$ cat src/rtl/tap_pkg.sv
// rtl/tap_pkg.sv - TAP state encoding and default instruction constants
//
// Purpose : shared types for the JTAG TAP controller.
//   tap_state_e      4-bit TAP state, TEST_LOGIC_RESET = 4'h0
//   TAP_IR_WIDTH     default instruction register width
//   TAP_IDCODE_INSTR default IDCODE instruction (loaded in TEST_LOGIC_RESET)
//   TAP_BYPASS_INSTR default BYPASS instruction

package tap_pkg;

  localparam int TAP_IR_WIDTH = 4;

  localparam logic [TAP_IR_WIDTH-1:0] TAP_IDCODE_INSTR = 4'b0001;
  localparam logic [TAP_IR_WIDTH-1:0] TAP_BYPASS_INSTR = 4'b1111;

  typedef enum logic [3:0] {
    TEST_LOGIC_RESET = 4'h0,
    RUN_TEST_IDLE    = 4'h1,
    SELECT_DR        = 4'h2,
    CAPTURE_DR       = 4'h3,
    SHIFT_DR         = 4'h4,
    EXIT1_DR         = 4'h5,
    PAUSE_DR         = 4'h6,
    EXIT2_DR         = 4'h7,
    UPDATE_DR        = 4'h8,
    SELECT_IR        = 4'h9,
    CAPTURE_IR       = 4'hA,
    SHIFT_IR         = 4'hB,
    EXIT1_IR         = 4'hC,
    PAUSE_IR         = 4'hD,
    EXIT2_IR         = 4'hE,
    UPDATE_IR        = 4'hF
  } tap_state_e;

endpackage

$ cat src/rtl/tap_clock_gate.sv
// rtl/tap_clock_gate.sv - glitch-free latch + AND clock gate
//
// Purpose : produce gclk = tck & en, with en captured while tck is low so
//           that en changes during the high phase can never chop a pulse.
// Ports   :
//   tck   in  source clock
//   en    in  enable, may change at any time
//   gclk  out gated clock

module tap_clock_gate (
  input  logic tck,
  input  logic en,
  output logic gclk
);

  logic en_latched;

  // Transparent while tck is low, holds across the high phase.
  always_latch begin
    if (!tck) en_latched <= en;
  end

  assign gclk = tck & en_latched;

endmodule

$ cat src/rtl/tap_controller.sv
// rtl/tap_controller.sv - IEEE 1149.1 TAP state machine with instruction update register
//
// Purpose : decodes TMS into IR/DR shift, clock and update controls, and holds
//           the active instruction.
// Ports   :
//   tck          in  test clock, all state changes on posedge
//   trst_n       in  synchronous active-low reset
//   tms          in  test mode select
//   ir_p_o       in  parallel outputs of the IR cell chain
//   shift_ir     out high in SHIFT_IR
//   clock_ir     out gated tck for CAPTURE_IR/SHIFT_IR
//   shift_dr     out high in SHIFT_DR
//   clock_dr     out gated tck for CAPTURE_DR/SHIFT_DR
//   update_dr    out high in UPDATE_DR
//   select_ir    out TDO mux select, 1 = IR chain
//   tdo_en       out high in SHIFT_IR or SHIFT_DR
//   instruction  out active instruction
//   sel_bypass   out instruction == BYPASS_INSTR
//   sel_idcode   out instruction == IDCODE_INSTR
//   tap_state    out current state encoding

module tap_controller
  import tap_pkg::*;
#(
  parameter int                  IR_WIDTH     = TAP_IR_WIDTH,
  parameter logic [IR_WIDTH-1:0] IDCODE_INSTR = {{(IR_WIDTH-1){1'b0}}, 1'b1},
  parameter logic [IR_WIDTH-1:0] BYPASS_INSTR = {IR_WIDTH{1'b1}}
) (
  input  logic                tck,
  input  logic                trst_n,
  input  logic                tms,
  input  logic [IR_WIDTH-1:0] ir_p_o,
  output logic                shift_ir,
  output logic                clock_ir,
  output logic                shift_dr,
  output logic                clock_dr,
  output logic                update_dr,
  output logic                select_ir,
  output logic                tdo_en,
  output logic [IR_WIDTH-1:0] instruction,
  output logic                sel_bypass,
  output logic                sel_idcode,
  output logic [3:0]          tap_state
);

  tap_state_e state;
  tap_state_e next_state;
  logic       en_ir;
  logic       en_dr;

  always_ff @(posedge tck) begin
    if (!trst_n) begin
      state       <= TEST_LOGIC_RESET;
      instruction <= IDCODE_INSTR;
    end else begin
      state <= next_state;
      // Entering (or staying in) TLR forces IDCODE so the instruction is
      // already IDCODE on the first cycle tap_state reads TLR.
      if (next_state == TEST_LOGIC_RESET) begin
        instruction <= IDCODE_INSTR;
      end else if (state == UPDATE_IR) begin
        instruction <= ir_p_o;
      end
    end
  end

  always_comb begin
    next_state = state;
    shift_ir   = 1'b0;
    shift_dr   = 1'b0;
    update_dr  = 1'b0;
    select_ir  = 1'b0;
    en_ir      = 1'b0;
    en_dr      = 1'b0;

    unique case (state)
      TEST_LOGIC_RESET: next_state = tms ? TEST_LOGIC_RESET : RUN_TEST_IDLE;
      RUN_TEST_IDLE:    next_state = tms ? SELECT_DR        : RUN_TEST_IDLE;
      SELECT_DR:        next_state = tms ? SELECT_IR        : CAPTURE_DR;
      CAPTURE_DR:       next_state = tms ? EXIT1_DR         : SHIFT_DR;
      SHIFT_DR:         next_state = tms ? EXIT1_DR         : SHIFT_DR;
      EXIT1_DR:         next_state = tms ? UPDATE_DR        : PAUSE_DR;
      PAUSE_DR:         next_state = tms ? EXIT2_DR         : PAUSE_DR;
      EXIT2_DR:         next_state = tms ? UPDATE_DR        : SHIFT_DR;
      UPDATE_DR:        next_state = tms ? SELECT_DR        : RUN_TEST_IDLE;
      SELECT_IR:        next_state = tms ? TEST_LOGIC_RESET : CAPTURE_IR;
      CAPTURE_IR:       next_state = tms ? EXIT1_IR         : SHIFT_IR;
      SHIFT_IR:         next_state = tms ? EXIT1_IR         : SHIFT_IR;
      EXIT1_IR:         next_state = tms ? UPDATE_IR        : PAUSE_IR;
      PAUSE_IR:         next_state = tms ? EXIT2_IR         : PAUSE_IR;
      EXIT2_IR:         next_state = tms ? UPDATE_IR        : SHIFT_IR;
      UPDATE_IR:        next_state = tms ? SELECT_DR        : RUN_TEST_IDLE;
      default:          next_state = TEST_LOGIC_RESET;
    endcase

    shift_ir  = (state == SHIFT_IR);
    shift_dr  = (state == SHIFT_DR);
    update_dr = (state == UPDATE_DR);
    // The IR half of the diagram occupies encodings SELECT_IR..UPDATE_IR.
    select_ir = (state >= SELECT_IR);
    // trst_n gates the enables so a reset edge never clocks the cells.
    en_ir     = trst_n && (state == CAPTURE_IR || state == SHIFT_IR);
    en_dr     = trst_n && (state == CAPTURE_DR || state == SHIFT_DR);
  end

  assign tdo_en     = shift_ir | shift_dr;
  assign sel_bypass = (instruction == BYPASS_INSTR);
  assign sel_idcode = (instruction == IDCODE_INSTR);
  assign tap_state  = state;

  tap_clock_gate u_gate_ir (
    .tck  (tck),
    .en   (en_ir),
    .gclk (clock_ir)
  );

  tap_clock_gate u_gate_dr (
    .tck  (tck),
    .en   (en_dr),
    .gclk (clock_dr)
  );

endmodule

$ cat config.mk
export PLATFORM = sky130hd
export DESIGN_NAME = tap_controller
export DESIGN_NICKNAME = d
export VERILOG_FILES = /design/src/rtl/tap_pkg.sv /design/src/rtl/tap_clock_gate.sv /design/src/rtl/tap_controller.sv
export SDC_FILE = /design/constraint.sdc
export NUM_CORES = 1
export LEC_CHECK = 0
export ABC_CLOCK_PERIOD_IN_PS = 1430
export CORE_MARGIN = 2
export CORE_UTILIZATION = 41
export CTS_BUF_LIST = sky130_fd_sc_hd__clkbuf_16
export CTS_CLUSTER_SIZE = 28
export DETAILED_ROUTE_END_ITERATION = 8
export PLACE_DENSITY = 0.81
export SLEW_MARGIN = 20
export SYNTH_ARGS = -nofsm -noshare
export SYNTH_HDL_FRONTEND = slang
export SYNTH_SLANG_ARGS = --single-unit
$ cat constraint.sdc
create_clock -name tck -period 1.43 [get_ports tck]
set_input_delay 0.286 -clock tck [delete_from_list [all_inputs] [get_ports tck]]
set_output_delay 0.286 -clock tck [all_outputs]
set_load 0.01 [all_outputs]
# ---- Yosys cells after proc, flatten, opt, wreduce, memory -nomap -nowiden
# Index checks and enable logic that the tools add are counted.
# Widths: inputs -> output; s select.
dict set report word_totals {
  reg_bits 8
  latch_bits 2
  ramBits 0
  rom_bits 0
  input_bits 7
  out_inout_bits 17
  word_cells 51
  memories 0
}
dict set report classes {
  addsub 0
  multipliers 0
  n_div 0
  n_lt_le_gt_ge 1
  n_eq_ne 17
  shift 0
  n_mux 15
  bitwise_logic 4
  n_reduce_logical 10
}
# operator count
set ops {}
lappend ops {{$pmux 4 s12} 1}
lappend ops {{$eq 4x4->1 const B} 9}
lappend ops {{$eq 4x3->1 const B} 4}
lappend ops {{$mux 4} 4}
lappend ops {{$eq 4x1->1 const B} 2}
lappend ops {{$eq 4x2->1 const B} 2}
lappend ops {{$logic_not 4->1} 2}
lappend ops {{$mux 2} 3}
lappend ops {{$mux 3} 2}
lappend ops {{$reduce_or 2->1} 3}
lappend ops {{$mux 1} 5}
lappend ops {{$ge 4x4->1 const B} 1}
lappend ops {{$reduce_or 3->1} 1}
lappend ops {{$and 1x1->1} 2}
lappend ops {{$logic_and 1x1->1} 2}
lappend ops {{$logic_or 1x1->1} 2}
lappend ops {{$not 1->1} 1}
lappend ops {{$or 1x1->1} 1}

# ---- Logic depth before layout (Yosys ltp)
# Gate-level depths: netlist of run 1.
dict set report depth {
  ltp_word 5
  ltp_mapped 5
  mapped_depth_nobuf 3
}

# ---- Hierarchy
# From an unflattened synthesis of run 1, not the netlist that was laid out.
dict set report unflattened {
  hier_cells 78
  hier_area_um2 696.9
}
# module instances cells_each area_per_inst_um2 seq_area_each_um2
set by_module_without_submodules {}
lappend by_module_without_submodules {tap_controller 1 74 654.4 160.2}
lappend by_module_without_submodules {tap_clock_gate 2 2 21.3 0.0}

==> results of run 1 <==
repair_timing:
action	in CTS	in global routing
gates resized for setup	47	7
gates cloned	1	1
setup endpoints to repair	19	13
pin swaps	1	3
hold buffers	0	0
setup buffers	2	11
metrics by stage:
step,worst slack [ns],util (%),power [uW]
5_1_grt,-0.8545,95.00,1741
4_1_cts,-0.6835,85.91,1572
2_1_floorplan,-0.1355,-,390.8
3_5_place_dp,-0.8605,69.97,460.0
3_3_place_gp,-0.8505,69.97,456.3
6_report,-0.8101,95.00,1693
worst register-to-register path: cells and delay by family (launching register included):
kind            cells  cell delay, ns
compound gates      1            0.27
buf+inv             1            0.16
flops               1            0.36
simple gates        2            0.56
routing by layer:
metal	routed length, microns	track usage [%]	vias up
li1	-	-	366
met1	1149	32.12	417
met2	1476	34.85	102
met3	399	14.04	26
met4	209	31.25	0
met5	0	0	-
cell families after synthesis:
group | Yosys count
and+or+nand+nor | 29
AOI/OAI and AO/OA | 17
buffers and inverters | 10
DFF | 8
muxes | 4
xor gates and xnor gates | 2
latches | 2
cells in the mapped netlist (2+ instances only):
master	instances
mux2i_1	3
inv_1	3
and3_1	2
nand2_1	2
nor2_1	6
buf_4	2
o211ai_1	2
a211o_1	2
nor3b_1	3
nor2b_1	4
dfxtp_1	8
xor2_1	2
and2_1	3
dlxtn_1	2
buf_2	4
o21ai_0	2
a211oi_1	2
registers in the layout (all words and copies together), names as in the netlist:
register,cells
u_gate_ir.en_latched,1
tap_state,4
u_gate_dr.en_latched,1
instruction,4
worst max path at each step:
stage / endpoint / slack, ns / depth (start not counted)
finish: clock_dr / -0.81 / 3
global route: clock_dr / -0.85 / 3
CTS: clock_dr / -0.68 / 3
detailed placement: clock_dr / -0.86 / 2
global placement: clock_dr / -0.85 / 2
floorplan: clock_dr / -0.14 / 1
power by group:
| part | internal (uW) | switching [uW] |
|---|---|---|
| Sequential | 270 | 15.5 |
| Combinational | 150 | 123 |
| Clock | 851 | 283 |
cell type report:
cell class                      instances  area (sq um)
Fill cell                              36         67.56
Clock buffer                            9         197.7
Tap cell                               15         18.77
Clock inverter                          1         3.754
Sequential cell                        10         207.7
Timing Repair Buffer                   49         427.9
Inverter                                4         15.01
Multi-Input combinational cell         52         411.6
==> run summary, run 1 <==
Status: finished, violations left
Failing checks: setup timing
YS warnings: 0
RSZ-0062 raised after global routing: true
# rows: 13
Die height: 42.67 microns
Number of port buffers: 23
Worst slew margin relative to its limit: 75.44%
Routed Antenna Nets: 0
PwrDens: 1320 mW/mm^2
Synth Cell Area: 613.1 sq um
Max-cap check violation count: 0
Kind of critical path: latch2out
DP Area: 944.7 sq um
Pins Over Slew Limit: 0
Maximum vdd drop: 0.001413 V
Reg2reg end: instruction[1]$_SDFFE_PP0P_
Final Hold Viols: 0
Remaining Overflow, GRT: 0
Vias in the first global route: 716
TritonRoute pass-1 iters: 4
Count of cell types in the netlist: 37
Most frequent cells in the layout: buf_4 (22), clkdlybuf4s50_1 (9), clkbuf_16 (8)
FF+latch count, synth: 10
Via-per-instance ratio: 6.507
Main combinational cell family by area after synthesis: simple AND/OR/NAND/NOR gates
Inserted Diodes: 0
HP Class: reg2reg
DR iter-0 viols: 54
Startpoint types: latch
Vias: 911
Fin nets: 133
Final Setup Violations: 17
Crit end category: primary output
First-pass GRT wire length: 3477 microns
Initial antenna violation count: 0
Hold path startpoint: instruction[3]$_SDFFE_PP0P_
Placed cells: 117
Layout cells sized above 1: 50.40%
DIE AREA: 0.001821 sq mm
PnR worst setup slack: -0.8101 ns
Hold Worst Slack: 0.5479 ns
Mux contribution to synthesized area: 6.735%
Initial Util: 45.41%
Post-Synth Simple-Gate Area: 30.00%
Bufs and invs on worst path: 1
Top_reg_cell synth: dfxtp_1
Syn Nets: 79
P&R area growth vs syn: 109.2%
CP Data Arrival Time: 1.95 ns
FF-to-FF path depth: 4
Clock skew: 0.001122 ns
Final wirelength: 3235 microns
Post-synth top area share: 26.12%
Core area: 0.001350 sq mm
Synth Area in Adders: 0%
Final instance area: 0.001282 sq mm
Commonest non-fill, non-tap cell in the layout: buf_4
Worst-path clk slew: 0.05 ns
Largest net degree at the start of global routing: 14
CTS tree: built
Placed wire-length estimate: 1156 microns
CP top delay family: latches
Routability congestion estimate: 0.7260
DR WL/cell: 23.11 microns
Tightest Pin Transition: 0.3662 ns
Synthesized netlist cell count: 72
Max incr delay on CP: 0.37 ns
Worst path slowest cell: dlxtn_1
Synth top area cells: dfxtp_1 (26%), dlxtn_1 (4.9%), mux2i_1 (4.9%)
Synth Area in XOR/XNOR: 2.857%
Leakage power: 0.0006222 uW
Total negative slack: -3.605 ns
Crit-path max FO: 1
Synthesized area per cell: 8.515 sq um
Reg2reg setup slack: -0.05 ns
Post-synth EDFFs: 0
Die X: 42.67 microns
Final std cells w/o fill: 140
Hold endpoint: instruction[3]$_SDFFE_PP0P_
Clock latency on the worst-skew pair: 0.37 ns
Hold depth: 2
FFs w/ async S/R, synth: 0%
Post-route DRC violation count: 0
Critical-path cell list: dlxtn_1 -> and2_4 -> buf_6
Cell taking the most area after synthesis: dfxtp_1
Compound-Gate Fraction of Synth Area: 21.22%
GRT Total Usage: 28.22%
RR Startpoint: tap_state[1]$_SDFF_PN0_
Critical Path Start: u_gate_dr.en_latched$_DLATCH_N_
Num ports: 24
CP required: 1.14 ns
(Power assumes the default switching activity.)
==> inputs of run 2 (changes only) <==
--- a/config.mk
+++ b/config.mk
@@ -6,7 +6,7 @@
 export NUM_CORES = 1
 export LEC_CHECK = 0
 export ABC_CLOCK_PERIOD_IN_PS = 1430
-export CORE_MARGIN = 2
+export CORE_MARGIN = 5
 export CORE_UTILIZATION = 41
 export CTS_BUF_LIST = sky130_fd_sc_hd__clkbuf_16
 export CTS_CLUSTER_SIZE = 28
==> run summary, run 2 (same netlist as run 1, synthesis figures left out) <==
Die X: 48.67 microns
Worst slack, placed: -0.8551 ns
DR WL/cell: 20.63 microns
Clock skew: 0.001116 ns
Routability congestion estimate: 0.7679
Vias: 806
PwrDens: 1261 mW/mm^2
Reg2reg end: instruction[0]$_SDFFE_PP1P_
Tightest Pin Transition: 0.2983 ns
Hold depth: 3
Core area: 0.001454 sq mm
Num ports: 24
DR iter-0 viols: 21
Fin util: 88.21%
Kind of critical path: latch2out
DIE AREA: 0.002369 sq mm
Worst-path clk slew: 0.04 ns
Power Total: 1617 uW
Hold endpoint: instruction[2]$_SDFFE_PP0P_
Clock latency on the worst-skew pair: 0.35 ns
Maximum vdd drop: 0.0009870 V
Register Area: 210.2 sq um
Fin nets: 126
# rows: 14
Crit-path max FO: 1
Initial Util: 42.17%
RSZ-0062 raised after global routing: true
First-pass GRT wire length: 4333 microns
Leakage power: 0.0006071 uW
Routed Antenna Nets: 0
RR Startpoint: tap_state[1]$_SDFF_PN0_
Final Hold Viols: 0
Placed cells: 120
Worst slew margin relative to its limit: 79.95%
Startpoint types: latch
Die height: 48.67 microns
Commonest non-fill, non-tap cell in the layout: buf_4
Final instance area: 0.001282 sq mm
Final wirelength: 2764 microns
Status: finished, violations left
CP Data Arrival Time: 2.05 ns
Reg2reg setup slack: -0.06 ns
HP Class: in2reg
Max-cap check violation count: 0
PnR worst setup slack: -0.9044 ns
Hold path startpoint: ir_p_o[2]
Fillers: 75
Final std cells w/o fill: 134
Number of port buffers: 23
Pins Over Slew Limit: 0
FF-to-FF path depth: 6
Multi-input combinational cell area: 431.7 sq um
GRT Total Usage: 24.84%
Placed wire-length estimate: 1277 microns
Initial antenna violation count: 0
Vias in the first global route: 878
TritonRoute pass-1 iters: 4
Crit end category: primary output
DP Area: 960.9 sq um
Largest net degree at the start of global routing: 14
Most frequent cells in the layout: buf_4 (14), clkdlybuf4s50_1 (8), clkbuf_16 (7)
Via-per-instance ratio: 6.015
Failing checks: setup timing
Post-route DRC violation count: 0
P&R area growth vs syn: 109.2%
Layout cells sized above 1: 52.54%
CTS tree: built
Final Setup Violations: 15
Remaining Overflow, GRT: 0
Inserted Diodes: 0
CP required: 1.14 ns
==> run 2: cell types whose count changed in the layout (fill, tap and decap cells not counted), sizes merged <==
cell | before | now
clkdlybuf4s50 | 9 | 8
bufbuf | 0 | 1
clkdlybuf4s15 | 1 | 2
dlygate4sd2 | 7 | 5
buf | 32 | 27
clkbuf | 9 | 8
==> run 2: worst max path at each step <==
stage | from | endpoint | slack [ns]
after floorplan | u_gate_dr.en_latched$_DLATCH_N_ | clock_dr | -0.14
after global placement | u_gate_dr.en_latched$_DLATCH_N_ | clock_dr | -0.86
after detailed placement | u_gate_dr.en_latched$_DLATCH_N_ | clock_dr | -0.86
after CTS | u_gate_dr.en_latched$_DLATCH_N_ | clock_dr | -0.73
after global routing | u_gate_dr.en_latched$_DLATCH_N_ | clock_dr | -1.04
final | u_gate_dr.en_latched$_DLATCH_N_ | clock_dr | -0.90
==> run 2: area by class of cell <==
| cell class | instances | share of cell area [%] |
|---|---|---|
| clock buffer | 9 | 15.41 |
| clock inverter | 1 | 0.2927 |
| inverter | 4 | 1.366 |
| multi-input combinational | 52 | 33.66 |
| sequential | 10 | 16.39 |
| tap | 16 | 1.561 |
| timing repair buffer | 42 | 31.32 |
==> run 2: per-layer routing <==
metal,share of wire [%],vias up,global-route usage [%],wire length [microns]
li1,-,357,-,-
met1,35,384,22.08,964
met2,53,51,39.13,1457
met3,7.7,14,10.43,213
met4,4.7,0,27.80,129
met5,0,-,0,0
==> run 2: worst max-delay path: stages (launching register included) <==
cell and delay [ns]:
dlxtn_2 0, dlxtn_2 0.40, and2_4 0.15, buf_6 0.10
==> run 2: stage by stage <==
step / hold slack [ns] / TNS, ns
2_1_floorplan: 0.4158 / -0.2109
3_3_place_gp: 0.5306 / -2.937
3_5_place_dp: 0.5414 / -3.317
4_1_cts: 0.5704 / -2.664
5_1_grt: 0.5985 / -3.791
6_report: 0.5724 / -2.986
==> run 2: where the power goes <==
group	total (uW)	leakage (uW)	internal, uW	switching [uW]
sequential	283	0.0000851	269	13.8
combinational	237	0.000413	129	107
clock	1100	0.000109	848	250
==> run 2: what timing repair did <==
item                       in CTS  in global routing
setup endpoints to repair      19                 21
cloned                          1                  0
hold buffers                    0                  0
buffers inserted                5                  0
pin swaps                       0                  3
resized for setup              61                 14
==> inputs of run 3 (changes only) <==
--- a/config.mk
+++ b/config.mk
@@ -6,7 +6,6 @@
 export NUM_CORES = 1
 export LEC_CHECK = 0
 export ABC_CLOCK_PERIOD_IN_PS = 1430
-export CORE_MARGIN = 5
 export CORE_UTILIZATION = 41
 export CTS_BUF_LIST = sky130_fd_sc_hd__clkbuf_16
 export CTS_CLUSTER_SIZE = 28
==> run summary, run 3 (same netlist as run 1, synthesis figures left out) <==
TritonRoute pass-1 iters: 5
Die X: 40.67 microns
Clock skew: 0.0005844 ns
GRT Total Usage: 44.47%
Kind of critical path: latch2out
Inserted Diodes: 0
First-pass GRT wire length: 4167 microns
Critical-path cell list: dlxtn_1 -> and2_4 -> buf_6
Pins Over Slew Limit: 0
Routed Antenna Nets: 0
Reg2reg end: tap_state[0]$_SDFF_PN0_
CP required: 1.14 ns
Vias in the first global route: 870
HP Class: reg2reg
DIE AREA: 0.001654 sq mm
Status: finished, violations left
Layout cells sized above 1: 55.28%
Crit-path max FO: 1
Hold Worst Slack: 0.5744 ns
CTS tree: built
Largest net degree at the start of global routing: 15
RSZ-0062 raised after global routing: true
Leakage power: 0.0006280 uW
PwrDens: 1263 mW/mm^2
Post-route DRC violation count: 0
Worst slack, placed: -0.8559 ns
Fillers: 31
DR iter-0 viols: 53
Initial antenna violation count: 0
Max-cap check violation count: 0
Multi-input combinational cell area: 441.7 sq um
Num ports: 24
Initial Util: 45.41%
Max incr delay on CP: 0.36 ns
Placed wire-length estimate: 1230 microns
Clock latency on the worst-skew pair: 0.35 ns
Startpoint types: latch
CP Depth: 3
Crit path to: clock_dr
Vias: 879
RR Startpoint: tap_state[2]$_SDFF_PN0_
Hold buffer count at cts: 0
Failing checks: setup timing
Fin util: 95.83%
Worst path slowest cell: dlxtn_1
CP Data Arrival Time: 1.93 ns
Die height: 40.67 microns
FF-to-FF path depth: 5
Number of port buffers: 23
Fin nets: 131
Routability congestion estimate: 0.7559
Total negative slack: -2.777 ns
PnR worst setup slack: -0.7810 ns
Via-per-instance ratio: 6.370
# rows: 13
Commonest non-fill, non-tap cell in the layout: buf_4
Final wirelength: 3306 microns
Bufs and invs on worst path: 1
Maximum vdd drop: 0.0009249 V
Critical Path Start: u_gate_dr.en_latched$_DLATCH_N_
Register Area: 210.2 sq um
Most frequent cells in the layout: buf_4 (17), buf_6 (10), clkbuf_16 (7), clkdlybuf4s50_1 (7), buf_2 (7)
Tightest Pin Transition: 0.2825 ns
Final Setup Violations: 15
Reg2reg setup slack: -0.07 ns
DR WL/cell: 23.96 microns
CP top delay family: latches
Crit end category: primary output
P&R area growth vs syn: 111.0%
Remaining Overflow, GRT: 0
Worst-path clk slew: 0.04 ns
Final Hold Viols: 0
Worst slew margin relative to its limit: 81.03%
Core area: 0.001350 sq mm
Hold path startpoint: instruction[3]$_SDFFE_PP0P_
==> run 3: worst min path at each step <==
stage / end / slack (ns) / cells after the start
finish: instruction[3]$_SDFFE_PP0P_ / 0.57 / 2
global route: instruction[2]$_SDFFE_PP0P_ / 0.61 / 3
CTS: instruction[3]$_SDFFE_PP0P_ / 0.54 / 2
detailed placement: instruction[3]$_SDFFE_PP0P_ / 0.55 / 2
global placement: instruction[3]$_SDFFE_PP0P_ / 0.53 / 2
floorplan: clock_dr / 0.42 / 1
==> run 3: layout make-up <==
class | count | area share (%)
sequential | 10 | 16.25
clock buffer | 9 | 15.28
inverter | 4 | 1.161
multi-input combinational | 52 | 34.14
timing repair buffer | 47 | 31.43
clock inverter | 1 | 0.2901
tap | 15 | 1.451
==> run 3: stage by stage <==
step | total power [uW] | instances | cell area (sq um)
after floorplan | 390.8 | 72 | 655.6
after global placement | 459.6 | 121 | 974.7
after detailed placement | 465.1 | 121 | 974.7
after CTS | 1579 | 134 | 1240
after global routing | 1678 | 138 | 1294
final | 1633 | 138 | 1294
==> run 3: tightest hold or removal path: stages (launching register included) <==
cell	delay (ns)
dfxtp_4	0.36
mux2i_1	0.07
nor2_1	0.10
==> run 3: routing by layer <==
metal  part of all wire, %  up-vias  GRT usage, %
li1                      -      364             -
met1                    35      409         33.66
met5                     0        -             0
met4                   7.1        0         49.17
met2                    47       75         67.86
met3                    11       31         33.15
==> run 3: repair_timing <==
| action | 4_1_cts | 5_1_grt |
|---|---|---|
| endpoints found under the setup margin | 19 | 20 |
| buffers inserted | 5 | 4 |
| resized for setup | 64 | 18 |
| pin swaps | 4 | 3 |
==> run 3: power breakdown <==
group          internal, uW  switching [uW]  total [uW]
combinational           124             124         248
clock                   848             256        1100
sequential              269            12.6         281
